File: config.mk
export PLATFORM = sky130hd
export DESIGN_NAME = uart_rx_loader
export DESIGN_NICKNAME = d
export VERILOG_FILES = /design/src/rtl/uart_pkg.sv /design/src/rtl/uart_rx_8n1.sv /design/src/rtl/uart_rx_loader.sv
export SDC_FILE = /design/constraint.sdc
export NUM_CORES = 1
export LEC_CHECK = 0
export ABC_AREA = 1
export CAP_MARGIN = 20
export CELL_PAD_IN_SITES_DETAIL_PLACEMENT = 1
export CELL_PAD_IN_SITES_GLOBAL_PLACEMENT = 1
export CORE_MARGIN = 2
export CORE_UTILIZATION = 36
export DETAILED_ROUTE_END_ITERATION = 7
export PLACE_DENSITY = 0.84
export SYNTH_ARGS = -nofsm -noshare
export SYNTH_HDL_FRONTEND = slang
export SYNTH_HIERARCHICAL = 1
export SYNTH_SLANG_ARGS = --single-unit
File: constraint.sdc
create_clock -name clk -period 2.4 [get_ports clk]
set_clock_uncertainty 0.05 [all_clocks]
set_input_delay 0.6 -clock clk [delete_from_list [all_inputs] [get_ports clk]]
set_output_delay 0.6 -clock clk [all_outputs]
set_load 0.01 [all_outputs]
File: src/rtl/uart_pkg.sv
// rtl/uart_pkg.sv - shared UART types, constants and baud helper
package uart_pkg;

    typedef enum logic [1:0] {
        IDLE  = 2'd0,
        START = 2'd1,
        DATA  = 2'd2,
        STOP  = 2'd3
    } rx_state_t;

    localparam int UART_DATA_BITS = 8;

    function automatic int clks_per_bit(input int clk_freq, input int baud);
        return clk_freq / baud;
    endfunction

endpackage

File: src/rtl/uart_rx_8n1.sv
// rtl/uart_rx_8n1.sv - 8N1 receiver: RX synchronizer and oversampled receive FSM
module uart_rx_8n1
    import uart_pkg::*;
#(
    parameter int CLK_FREQ = 25_000_000,
    parameter int BAUDRATE = 9600
) (
    input  logic       clk,
    input  logic       rst,
    input  logic       rx,
    output logic       rx_valid,
    output logic [7:0] rx_byte,
    output logic       ferr,
    output logic       busy
);

    localparam int CLKS_PER_BIT = clks_per_bit(CLK_FREQ, BAUDRATE);
    localparam int HALF_BIT     = CLKS_PER_BIT / 2;
    localparam int CNT_W        = $clog2(CLKS_PER_BIT + 1);
    localparam logic [CNT_W-1:0] CNT_HALF = CNT_W'(HALF_BIT);
    localparam logic [CNT_W-1:0] CNT_BIT  = CNT_W'(CLKS_PER_BIT - 1);

    logic             rx_meta;
    logic             rxs;
    logic             rxs_prev;
    logic [1:0]       sync_fill;
    rx_state_t        state;
    rx_state_t        state_next;
    logic [CNT_W-1:0] cnt;
    logic [2:0]       bit_idx;
    logic [7:0]       shift;
    logic             tick;
    logic             start_edge;

    // rxs_prev only turns 1 once rxs carries a real pin sample, so a line held
    // low through reset cannot look like a falling edge on release.
    always_ff @(posedge clk) begin
        if (rst) begin
            rx_meta   <= 1'b1;
            rxs       <= 1'b1;
            rxs_prev  <= 1'b0;
            sync_fill <= 2'b00;
        end else begin
            rx_meta   <= rx;
            rxs       <= rx_meta;
            sync_fill <= {sync_fill[0], 1'b1};
            rxs_prev  <= rxs & sync_fill[1];
        end
    end

    assign tick       = (cnt == '0);
    assign start_edge = rxs_prev & ~rxs;

    always_ff @(posedge clk) begin
        if (rst) begin
            state    <= IDLE;
            cnt      <= '0;
            bit_idx  <= '0;
            shift    <= '0;
            rx_byte  <= '0;
            rx_valid <= 1'b0;
            ferr     <= 1'b0;
        end else begin
            state    <= state_next;
            rx_valid <= 1'b0;
            ferr     <= 1'b0;
            case (state)
                IDLE: begin
                    if (start_edge) cnt <= CNT_HALF;
                end
                START: begin
                    if (tick) begin
                        cnt     <= CNT_BIT;
                        bit_idx <= '0;
                    end else begin
                        cnt <= cnt - CNT_W'(1);
                    end
                end
                DATA: begin
                    if (tick) begin
                        shift[bit_idx] <= rxs;
                        bit_idx        <= bit_idx + 3'd1;
                        cnt            <= CNT_BIT;
                    end else begin
                        cnt <= cnt - CNT_W'(1);
                    end
                end
                STOP: begin
                    if (tick) begin
                        rx_valid <= rxs;
                        ferr     <= ~rxs;
                        if (rxs) rx_byte <= shift;
                    end else begin
                        cnt <= cnt - CNT_W'(1);
                    end
                end
                default: ;
            endcase
        end
    end

    always_comb begin
        state_next = state;
        case (state)
            IDLE:  if (start_edge) state_next = START;
            START: if (tick) state_next = rxs ? IDLE : DATA;
            DATA:  if (tick && bit_idx == 3'(UART_DATA_BITS - 1)) state_next = STOP;
            STOP:  if (tick) state_next = IDLE;
            default: state_next = IDLE;
        endcase
    end

    always_comb begin
        busy = (state != IDLE);
    end

endmodule

File: src/rtl/uart_rx_loader.sv
// rtl/uart_rx_loader.sv - packs received UART bytes into little-endian words for prog_mem
module uart_rx_loader
    import uart_pkg::*;
#(
    parameter int CLK_FREQ = 25_000_000,
    parameter int BAUDRATE = 9600,
    parameter int ADDR_W   = 13
) (
    input  logic              clk,
    input  logic              rst,
    input  logic              RX,
    output logic              WE,
    output logic [ADDR_W-1:0] A,
    output logic [31:0]       WD,
    output logic              rx_valid,
    output logic [7:0]        rx_byte,
    output logic              ferr,
    output logic              busy
);

    logic [1:0] byte_cnt;

    uart_rx_8n1 #(
        .CLK_FREQ(CLK_FREQ),
        .BAUDRATE(BAUDRATE)
    ) u_rx (
        .clk     (clk),
        .rst     (rst),
        .rx      (RX),
        .rx_valid(rx_valid),
        .rx_byte (rx_byte),
        .ferr    (ferr),
        .busy    (busy)
    );

    // WD doubles as the assembly register; the next byte cannot land while WE is high.
    always_ff @(posedge clk) begin
        if (rst) begin
            WE       <= 1'b0;
            A        <= '0;
            WD       <= '0;
            byte_cnt <= '0;
        end else begin
            WE <= rx_valid && (byte_cnt == 2'd3);
            if (rx_valid) begin
                WD[{byte_cnt, 3'b000} +: 8] <= rx_byte;
                byte_cnt                    <= byte_cnt + 2'd1;
            end
            if (WE) A <= A + ADDR_W'(1);
        end
    end

endmodule
==> impl_results.md, run 1 <==
- Outcome: complete, no violations
- Post-route DRC: 0
- Drt first pass iters: 4
- Comb power frac: 25.4%
- Final #Nets: 642
- Final instance area: 5190 um^2
- Syn avg cell area: 7.38 um^2
- Vias: 3,843
- Commonest non-fill, non-tap cell in the layout: nand2_1
- Final Core Density: 45.9%
- Longest Clk Path Bufs: 2
- Layout Cells excl Fill: 772
- PwrDens: 789 nW/um^2
- Syn nets: 577
- Commonest non-fill, non-tap cells in the layout: nand2_1, dfxtp_1, nor2_1, a21oi_1, clkdlybuf4s50_1
- Depth of the CTS H-tree: 3
- Tot GR Track Use: 19.0%
- Total grt overflow: 0
- Layout cell share with drive strength beyond 1: 10.3%
- Antenna violations before repair: 0
- Lkg Pwr: 2.02 nW
- Post-CTS Setup Bufs: 0
- Least-Margin Pin Slew: 528 ps
- Post-route setup slack: 96.7 ps
- Unrepaired setup endpoints after global routing: no
- Vias in the first global route: 3,954
- Sink of the worst hold path: u_rx/sync_fill[1]
- Synthesized area: 4130 um^2
- Total negative setup slack: 0 ps
- DR iter-0 viols: 173
- Die area: 12,300 um^2
- Root Buffer: clkbuf_16
- R2R setup slack: 400 ps
- Internal power: 2.72 mW
- Core ar.: 11,300 um^2
- Num rows: 39
- Die W: 111 um
- HP Class: reg -> reg
- Worst slack at placement: 309 ps
- Startpoint Class: register
- Primary FF master, synth: dfxtp_1
- Worst hold margin: 364 ps
- Largest net degree at the start of global routing: 34
- Synthesis Warnings: 6
- Worst r2r src: byte_cnt[0]
- Filler cells: 1,448
- Final slew viol count: 0
- Clock power share: 35.9%
- Detail Placement HPWL: 8.52 mm
- Post-CTS resize count: 0
- DRT antenna net count: 0
- CP arrival: 1650 ps
- Post-Route WL: 11.5 mm
- F_max: 434 MHz
- N_diodes: 0
- Clock sinks: 88
- Final total power: 4.10 mW
- Placed insts: 756
- Reg power frac: 38.7%
- FF-to-FF End: WD[18]
- Slew HR: 64.7%
- Hold path depth: 2
- First-pass GRT wire length: 19.1 mm
- TritonCTS buffer count: 9
- VDD IR max: 575 uV
- Post-synth EDFFs: 0
- Final setup vio count: 0
- Period utilization: 96.0%
- Post-Synthesis Cells: 559
- Hold_buf cts: 0
- Skew-Pair Late Insertion Delay: 340 ps
- Seq/Total Area, Yosys: 42.7%
- Yosys reg bits: 88
- Port bufs: 59
- IO Count: 60
- RD Place Congestion: 0.885
- Critical path endpoint category: output pin
- Max-Cap Viols: 0
- Area Growth Syn to Fin: 25.9%
- Sw Share: 33.7%
- DR WL/cell: 14.9 um
- Hold Fails Final Rpt: 0
- Worst-path clk slew: 60 ps
- Count of cell types in the netlist: 34
- CP max FO: 4
- Area post-placement: 4890 um^2
- Tmin final: 2300 ps
- Vias/cell: 4.98
- Die H: 111 um
- CTS tree: yes
- Ys async rst share: 0%
- Worst EP required: 1750 ps
- Crit path kind: reg -> out
- HP Start: u_rx/sync_fill[0]
- Switching Power: 1.38 mW
- R2R cell count: 6
- Initial core utilization: 36.4%
registers in the layout, indices dropped and copies added (netlist names), 2 cells and up, named ones only:
signal,flops
u_rx/bit_idx,3
u_rx/sync_fill,2
u_rx/cnt,12
A,13
byte_cnt,2
u_rx/rx_byte,8
WD,32
u_rx/shift,8
worst max-delay path by stage:
stage | cells past startpoint | from | to
detailed placement | 4 | rst | WD[22]
finish | 4 | u_rx/state[0] | busy
global placement | 4 | rst | A[6]
global route | 4 | u_rx/state[0] | busy
CTS | 4 | u_rx/state[0] | busy
floorplan | 7 | byte_cnt[0] | WD[10]
critical path, cell delays in order, from the launching register on:
cell             delay, ps
dfxtp_1                390
inv_1                  110
ha_1                   230
inv_1                   60
clkdlybuf4s50_1        520
logic make-up (layout without fill, tap and decap cells):
family | Yosys count | count (layout) | synth area share [%]
adder cells (fa/ha/maj) | 15 | 15 | 4.55
buffers and inverters | 74 | 144 | 7.28
AND/OR/NAND/NOR | 274 | 274 | 31.5
AO/OA/AOI/OAI | 104 | 104 | 13.1
flip-flops | 88 | 88 | 42.7
XOR/XNOR | 4 | 4 | 0.849
power groups by stage:
| stage | logic [mW] | registers [mW] | clock network [mW] |
|---|---|---|---|
| 2_1_floorplan | 0.820 | 1.60 | 0 |
| 3_3_place_gp | 0.972 | 1.61 | 0 |
| 3_5_place_dp | 1.02 | 1.62 | 0 |
| 4_1_cts | 1.03 | 1.58 | 1.50 |
| 5_1_grt | 1.15 | 1.59 | 1.57 |
| 6_report | 1.04 | 1.59 | 1.47 |
synthesized netlist by cell type (4+ instances only):
cell type	count	area share, %
nor2_2	6	0.91
nand2_2	4	0.61
nor3_1	10	1.2
a21oi_1	61	7.4
clkbuf_1	5	0.46
nand3_1	26	3.2
inv_1	51	4.6
nand4_1	16	2.4
inv_2	8	0.73
nand2_4	4	1.1
dfxtp_1	88	43
o21ai_0	36	4.4
nor2_4	5	1.4
nor2_1	63	5.7
ha_1	15	4.5
nand2_1	129	12
per-layer routing:
layer / up-vias / wire (um) / GRT usage [%]
li1: 1947 / - / -
met5: - / 0 / 0
met2: 66 / 5760 / 33.4
met3: 26 / 403 / 4.05
met1: 1804 / 5060 / 22.4
met4: 0 / 301 / 7.82
area by class of cell:
cell class / instances / area (um^2) / area share [%]
Multi-Input combinational cell: 397 / 2060 / 39.7
Sequential cell: 88 / 1760 / 33.9
Timing Repair Buffer: 68 / 658 / 12.7
Clock buffer: 12 / 256 / 4.94
Inverter: 60 / 225 / 4.34
Tap cell: 143 / 179 / 3.44
Clock inverter: 4 / 51.3 / 0.987
Note: power is estimated with default switching activity, not from simulation.
==> run 2: changes to the inputs <==
--- a/config.mk
+++ b/config.mk
@@ -6,6 +6,7 @@
 export NUM_CORES = 1
 export LEC_CHECK = 0
 export ABC_AREA = 1
+export ABC_CLOCK_PERIOD_IN_PS = 2400
 export CAP_MARGIN = 20
 export CELL_PAD_IN_SITES_DETAIL_PLACEMENT = 1
 export CELL_PAD_IN_SITES_GLOBAL_PLACEMENT = 1
==> results of run 2 <==
No change in the layout: final DEF, timing and power equal those of run 1.
